File: src/rtl/core_pkg.sv
// Shared encodings and the scoreboard record type for the pipeline hazard logic.
package core_pkg;

  localparam int RA_W = 5;

  localparam logic [1:0] FWD_REG = 2'b00;
  localparam logic [1:0] FWD_WB  = 2'b01;
  localparam logic [1:0] FWD_MEM = 2'b10;

  localparam logic [1:0] RES_SRC_MEM = 2'b01;

  typedef struct packed {
    logic            valid;
    logic [RA_W-1:0] rd;
    logic            reg_write;
    logic            is_load;
    logic            is_mem;
  } sb_rec_t;

  localparam sb_rec_t SB_EMPTY = '0;

  // x0 writes are architecturally discarded, so they never produce a value
  function automatic logic sb_writer(input sb_rec_t r);
    return r.valid && r.reg_write && (r.rd != '0);
  endfunction

endpackage

File: src/rtl/hazard_fwd_sel.sv
// Per-operand forwarding select for the EX stage; the youngest producer (MEM) wins over WB.
module hazard_fwd_sel
  import core_pkg::*;
(
  input  sb_rec_t         mem_rec,
  input  sb_rec_t         wb_rec,
  input  logic [RA_W-1:0] ex_rs,
  input  logic            ex_use,
  output logic [1:0]      fwd_sel
);

  logic unused_fields;
  assign unused_fields = mem_rec.is_mem ^ wb_rec.is_load ^ wb_rec.is_mem;

  // a load in MEM has no data yet; that case is covered by the load-use bubble
  always_comb begin
    fwd_sel = FWD_REG;
    if (ex_use && sb_writer(mem_rec) && !mem_rec.is_load && (mem_rec.rd == ex_rs)) begin
      fwd_sel = FWD_MEM;
    end else if (ex_use && sb_writer(wb_rec) && (wb_rec.rd == ex_rs)) begin
      fwd_sel = FWD_WB;
    end
  end

endmodule

File: src/rtl/hazard_sequencer.sv
// Stall/flush/forwarding controller for the 5-stage core, tracking EX/MEM/WB in a scoreboard.
// Build option HAZARD_FWD_EN: defined -> forwarding + load-use stall; undefined -> RAW stall, no forwarding.
module hazard_sequencer
  import core_pkg::*;
#(
  parameter int REG_ADDR_W = RA_W
) (
  input  logic                  clk,
  input  logic                  rst,
  input  logic                  id_valid,
  input  logic [REG_ADDR_W-1:0] id_rs1,
  input  logic [REG_ADDR_W-1:0] id_rs2,
  input  logic [REG_ADDR_W-1:0] id_rd,
  input  logic                  id_use_rs1,
  input  logic                  id_use_rs2,
  input  logic                  id_reg_write,
  input  logic [1:0]            id_result_src,
  input  logic                  id_mem_write,
  input  logic                  ex_redirect,
  input  logic                  dmem_ready,
  output logic                  stall_f,
  output logic                  stall_d,
  output logic                  stall_e,
  output logic                  stall_m,
  output logic                  stall_w,
  output logic                  flush_d,
  output logic                  flush_e,
  output logic [1:0]            fwd_a_e,
  output logic [1:0]            fwd_b_e
);

  sb_rec_t ex_q, ex_d, mem_q, mem_d, wb_q, wb_d;
  sb_rec_t id_rec;

  logic [REG_ADDR_W-1:0] ex_rs1_q, ex_rs1_d, ex_rs2_q, ex_rs2_d;
  logic                  ex_use_rs1_q, ex_use_rs1_d, ex_use_rs2_q, ex_use_rs2_d;

  logic mem_wait;
  logic id_hit_ex;
  logic hazard;
  logic ex_bubble;

  always_comb begin
    id_rec           = SB_EMPTY;
    id_rec.valid     = id_valid;
    id_rec.rd        = id_rd;
    id_rec.reg_write = id_reg_write;
    id_rec.is_load   = (id_result_src == RES_SRC_MEM);
    id_rec.is_mem    = (id_result_src == RES_SRC_MEM) || id_mem_write;
  end

  assign mem_wait  = mem_q.valid && mem_q.is_mem && !dmem_ready;
  assign id_hit_ex = id_valid && sb_writer(ex_q) &&
                     ((id_use_rs1 && (id_rs1 == ex_q.rd)) || (id_use_rs2 && (id_rs2 == ex_q.rd)));

`ifdef HAZARD_FWD_EN
  assign hazard = id_hit_ex && ex_q.is_load;

  hazard_fwd_sel u_fwd_a (
    .mem_rec (mem_q),
    .wb_rec  (wb_q),
    .ex_rs   (ex_rs1_q),
    .ex_use  (ex_use_rs1_q),
    .fwd_sel (fwd_a_e)
  );

  hazard_fwd_sel u_fwd_b (
    .mem_rec (mem_q),
    .wb_rec  (wb_q),
    .ex_rs   (ex_rs2_q),
    .ex_use  (ex_use_rs2_q),
    .fwd_sel (fwd_b_e)
  );
`else
  logic id_hit_mem;
  logic unused_fwd_state;

  assign id_hit_mem = id_valid && sb_writer(mem_q) &&
                      ((id_use_rs1 && (id_rs1 == mem_q.rd)) || (id_use_rs2 && (id_rs2 == mem_q.rd)));
  // without bypass paths, ID waits until the producer reaches WB (write-before-read regfile)
  assign hazard     = id_hit_ex || id_hit_mem;
  assign fwd_a_e    = FWD_REG;
  assign fwd_b_e    = FWD_REG;

  assign unused_fwd_state = ^{wb_q, mem_q.is_load, ex_rs1_q, ex_rs2_q, ex_use_rs1_q, ex_use_rs2_q};
`endif

  // priority: memory wait freezes everything, then redirect, then data hazard
  always_comb begin
    stall_f = 1'b0;
    stall_d = 1'b0;
    stall_e = 1'b0;
    stall_m = 1'b0;
    stall_w = 1'b0;
    flush_d = 1'b0;
    flush_e = 1'b0;
    if (mem_wait) begin
      stall_f = 1'b1;
      stall_d = 1'b1;
      stall_e = 1'b1;
      stall_m = 1'b1;
      stall_w = 1'b1;
    end else if (ex_redirect) begin
      flush_d = 1'b1;
      flush_e = 1'b1;
    end else if (hazard) begin
      stall_f = 1'b1;
      stall_d = 1'b1;
      flush_e = 1'b1;
    end
  end

  assign ex_bubble = flush_e || !id_valid;

  always_comb begin
    ex_d         = ex_q;
    mem_d        = mem_q;
    wb_d         = wb_q;
    ex_rs1_d     = ex_rs1_q;
    ex_rs2_d     = ex_rs2_q;
    ex_use_rs1_d = ex_use_rs1_q;
    ex_use_rs2_d = ex_use_rs2_q;
    if (!mem_wait) begin
      wb_d         = mem_q;
      mem_d        = ex_q;
      ex_d         = ex_bubble ? SB_EMPTY : id_rec;
      ex_rs1_d     = id_rs1;
      ex_rs2_d     = id_rs2;
      ex_use_rs1_d = id_use_rs1 && !ex_bubble;
      ex_use_rs2_d = id_use_rs2 && !ex_bubble;
    end
  end

  always_ff @(posedge clk or posedge rst) begin
    if (rst) begin
      ex_q         <= SB_EMPTY;
      mem_q        <= SB_EMPTY;
      wb_q         <= SB_EMPTY;
      ex_rs1_q     <= '0;
      ex_rs2_q     <= '0;
      ex_use_rs1_q <= 1'b0;
      ex_use_rs2_q <= 1'b0;
    end else begin
      ex_q         <= ex_d;
      mem_q        <= mem_d;
      wb_q         <= wb_d;
      ex_rs1_q     <= ex_rs1_d;
      ex_rs2_q     <= ex_rs2_d;
      ex_use_rs1_q <= ex_use_rs1_d;
      ex_use_rs2_q <= ex_use_rs2_d;
    end
  end

endmodule

File: config.mk
export PLATFORM = sky130hd
export DESIGN_NAME = hazard_sequencer
export DESIGN_NICKNAME = d
export VERILOG_FILES = /design/src/rtl/core_pkg.sv /design/src/rtl/hazard_fwd_sel.sv /design/src/rtl/hazard_sequencer.sv
export SDC_FILE = /design/constraint.sdc
export NUM_CORES = 1
export LEC_CHECK = 0
export CAP_MARGIN = 5
export CORE_MARGIN = 2
export CORE_UTILIZATION = 47
export CTS_BUF_LIST = sky130_fd_sc_hd__clkbuf_4 sky130_fd_sc_hd__clkbuf_8 sky130_fd_sc_hd__clkbuf_16
export DETAILED_ROUTE_END_ITERATION = 8
export HOLD_SLACK_MARGIN = 0.05
export PLACE_DENSITY = 0.84
export SLEW_MARGIN = 15
export SYNTH_ARGS = -nofsm -noshare
export SYNTH_HDL_FRONTEND = slang
export SYNTH_SLANG_ARGS = --single-unit
File: constraint.sdc
create_clock -name clk -period 3.7 [get_ports clk]
set_clock_uncertainty 0.15 [all_clocks]
set_input_delay 0.74 -clock clk [delete_from_list [all_inputs] [get_ports clk]]
set_output_delay 0.74 -clock clk [all_outputs]
set_load 0.05 [all_outputs]
* Yosys cells after proc, flatten, opt, wreduce, memory -nomap -nowiden
Index checks and enable logic that the tools add are counted.
** Word-level totals
- Memories kept :: 0
- Memory bits (writable) :: 0
- Bits in latches :: 0
- Memory bits (read-only) :: 0
- Word-level logic and storage cells :: 45
- Bits of input ports :: 26
- Output and inout bits :: 11
- Bits in registers :: 16
** Cells by class
- Shift operators :: 0
- Reductions and logical operators :: 23
- Bitwise logic cells :: 0
- Div/mod/pow operators :: 0
- Mux-type cells :: 9
- Magnitude comparators :: 0
- Equal/unequal tests :: 5
- Add/sub/neg operators :: 0
- $mul :: 0
** Operators with widths (count)
- $eq A5 B5 Y1 :: 4
- $logic_and A1 B1 Y1 :: 14
- $reduce_bool A5 Y1 :: 2
- $mux W9 :: 1
- $mux W1 :: 8
- $logic_or A1 B1 Y1 :: 5
- $eq A2 B1 Y1 const B :: 1
- $logic_not A1 Y1 :: 2

* Depth between registers and ports, before layout
- Depth in word-level cells :: 10
- Depth in mapped cells :: 7
- Gate-level depth less buffers :: 5

* Least setup slack after synthesis
No wires, ideal clock.
- Path kind :: input port to output port
- Start :: in dmem_ready
- End :: out stall_f
- Arrival time :: 2200 ps
- Buffers on the path :: 3
- Slack :: 610 ps
- Cell stages on the path :: 6
- Required time :: 2810 ps
- Cell sequence :: or2_2 -> buf_2 -> clkinv_1 -> buf_2 -> a21o_2 -> buf_4
** Between the ends
- Word-level cells in the longest chain between the ends :: 3
** RTL lines
- from (decl) :: RTL line hazard_sequencer.sv:20 : input logic dmem_ready,
- $logic_not A1 Y1 :: RTL line hazard_sequencer.sv:52 : assign mem_wait = mem_q.valid && mem_q.is_mem && !dmem_ready;
- $logic_and A1 B1 Y1 :: RTL line hazard_sequencer.sv:52
- $mux W1
- to (decl) :: RTL line hazard_sequencer.sv:21 : output logic stall_f,
Every way passes these cells.

* Worst setup path after layout
- Start :: in dmem_ready
- End :: out stall_d
** Between the ends
- Word-level cells in the longest chain between the ends :: 3
** RTL lines
- $logic_not A1 Y1 :: RTL line hazard_sequencer.sv:52
- $logic_and A1 B1 Y1 :: RTL line hazard_sequencer.sv:52
- $mux W1 :: RTL line hazard_sequencer.sv:97 : if (mem_wait) begin
- to (decl) :: RTL line hazard_sequencer.sv:22 : output logic stall_d,
Every way passes these cells.

==> out/metrics.csv <==
stage,metric,value,unit
power,leakage power figure,0.000594,uW
worst_hold_path,worst hold path type,register to register,
synthesis,Post-synth top flop,dfrtp_1,
final_layout,nets,177,
worst_setup_path,Worst Path Buf+Inv,3,
worst_setup_path,crit path cell chain,clkdlybuf4s50_1 > or2_2 > clkinv_1 > a21o_2 > buf_4,
sta,max-slew violation count,0,
synthesis,Post-synth ARST share,100,%
final_layout,fillers,163,
sta,Max-slew headroom,60.3,%
floorplan,Starting Density,50.7,%
synthesis,"Seq/Total Area, Yosys",39.9,%
global_route,GRT Residual Overflow,0,
final_layout,layout cells sized above 1,10.7,%
synthesis,YS warnings,0,
clocking,Clock Sinks,16,
placed_design,Port Buffer Count,32,
floorplan,num rows,16,
routing,final wirelength,2170,um
power,Sw Ratio,27.0,%
clocking,Longest Clk Path Bufs,2,
floorplan,core area,1980,sq um
global_route,vias in the first global route,871,
routing,DRT antenna net count,0,
sta,Final Hold Viols,0,
worst_setup_path,CP required,2.81,ns
sta,"Setup violations, final",0,
sta,Final period util,86.5,%
sta,crit path time final,3.20,ns
clocking,CTS Hold Buffers Added,0,
flow_run,max-capacitance violation count,0,
synthesis,syn_area_per_cell,8.30,sq um
global_route,initial antenna violation count,0,
clocking,latest clock arrival within the worst-skew pair,0.28,ns
clocking,root buffer cell,clkbuf_4,
synthesis,Mapped Cells,121,
sta,worst slew pin tran,0.594,ns
global_route,first-pass GRT wire length,3660,um
power,sequential power share,47.7,%
power,Comb power frac,24.5,%
routing,DR vias,876,
clocking,CTS tree,built,
final_layout,area delta synth->final,38.2,%
power,Clk network pwr share,27.8,%
clocking,Worst-path clk slew,0.09,ns
sta,setup TNS,0,ns
worst_setup_path,CP arrival,2.31,ns
final_layout,"most common cell after layout, fill and taps aside",nand2_1,
worst_setup_path,Worst Path Max Fanout,17,
global_route,total track usage,18.6,%
floorplan,die area,2520,sq um
power,internal power,295,uW
clocking,PostCTS Resize Cnt,0,
clocking,H-Tree Depth,1,
routing,Vias per Instance,4.95,
worst_setup_path,Critical Path End Type,primary output,
worst_setup_path,Setup crit start kind,input pin,
routing,first drt pass iteration count,4,
synthesis,post-synth cell types,23,
run_status,outcome,completed,
power,Cell Pwr Density,291,nW/um^2
placed_design,DP Wirelength,1690,um
floorplan,Die W,50.2,um
final_layout,most frequent cells in the layout,"32 x nand2_1, 25 x clkdlybuf4s50_1, 20 x xnor2_1",
routing,DRT iter0 DRCs,7,
floorplan,Die Y,50.2,um
worst_setup_path,"Slowest-stage cell, CP",clkdlybuf4s50_1,
clocking,Post-CTS Setup Bufs,0,
worst_setup_path,FF-to-FF setup slack,1.89,ns
sta,Fmax achieved,0.313,GHz
placed_design,RePlAce Congestion,0.831,
final_layout,ANT cells,0,
synthesis,Mapped Area,1000,sq um
worst_setup_path,CP peak stage delay,0.44,ns
worst_setup_path,Crit path max-delay family,buffers and inverters,
worst_setup_path,Setup Crit Path Kind,input pin to primary output,
synthesis,Post-synth EDFFs,0,
power,"Power, Total",404,uW
global_route,pin count of the biggest net entering global routing,18,
routing,post-route DRC violation count,0,
routing,DR WL/cell,12.2,um
synthesis,synthesized flop and latch total,16,
power,P_sw,109,uW
sta,RSZ-0062 raised after global routing,false,
power,Max IR drop VDD,198,uV
floorplan,I/O pin count,37,
clocking,TritonCTS buffer count,3,
## synthesized netlist by cell type (all sizes together) (3+ instances only)
| cell type | number | area share, % |
|---|---|---|
| nand2 | 32 | 12 |
| nand4 | 4 | 2.5 |
| dfrtp | 16 | 40 |
| o21ai | 7 | 3.5 |
| buf | 9 | 6.2 |
| a21oi | 3 | 1.5 |
| xnor2 | 20 | 17 |
| inv | 3 | 1.1 |
| nor2 | 3 | 1.1 |
| nand3 | 8 | 4.0 |
## sequential cells by signal, summed over array words and instances (netlist names)
name,cells
ex_q,8
mem_q,8
## kinds of logic after synthesis
kind of cell,Yosys count,share of synthesized area (%)
other,1,0.373
buffers and inverters,15,8.47
and+or+nand+nor,53,23.0
xor gates and xnor gates,20,17.4
AOI/OAI and AO/OA,16,10.8
DFF,16,39.9
## stage by stage
stage | setup WS, ns | area [sq um] | instances | hold slack [ns] | utilization (%)
after floorplan | 0.610 | 1020 | 124 | 0.285 | -
after global placement | 0.546 | 1350 | 173 | 0.296 | 68.2
after detailed placement | 0.499 | 1350 | 173 | 0.305 | 68.2
after CTS | 0.495 | 1390 | 177 | 0.327 | 70.1
after global routing | 0.390 | 1390 | 177 | 0.354 | 70.1
final | 0.501 | 1390 | 177 | 0.321 | 70.1
## worst paths after layout
check,startpoint,endpoint,cells past startpoint
max in group asynchronous,rst,mem_q[7]$_DFFE_PP0N_,2
min reg2reg,ex_q[0]$_DFFE_PP0N_,mem_q[0]$_DFFE_PP0N_,1
min,ex_q[0]$_DFFE_PP0N_,mem_q[0]$_DFFE_PP0N_,1
min in group asynchronous,rst,ex_q[5]$_DFFE_PP0N_,2
max,dmem_ready,stall_d,5
max reg2reg,mem_q[8]$_DFFE_PP0N_,ex_q[7]$_DFFE_PP0N_,6
## per-layer routing
layer,part of all wire (%),GRT usage (%),vias to the layer above
li1,-,-,442
met1,43,23.2,399
met2,51,33.8,35
met3,6.0,2.68,0
met4,0,4.17,0
met5,0,0,-
## power groups by stage
stage / logic [uW] / registers, uW / clock network [uW]
after floorplan: 58.3 / 194 / 0
after global placement: 97.2 / 196 / 0
after detailed placement: 99.7 / 196 / 0
after CTS: 100 / 193 / 114
after global routing: 108 / 194 / 123
final: 99.1 / 193 / 112
## cell type report
cell class	count	area (sq um)	area share, %
repair buffers	33	373	26.8
flip-flops and latches	16	400	28.8
multi-input cells	93	531	38.2
inverters	4	15.0	1.08
well taps	27	33.8	2.43
clock buffers	4	36.3	2.61
No activity file was read; power rests on OpenSTA's default activity.
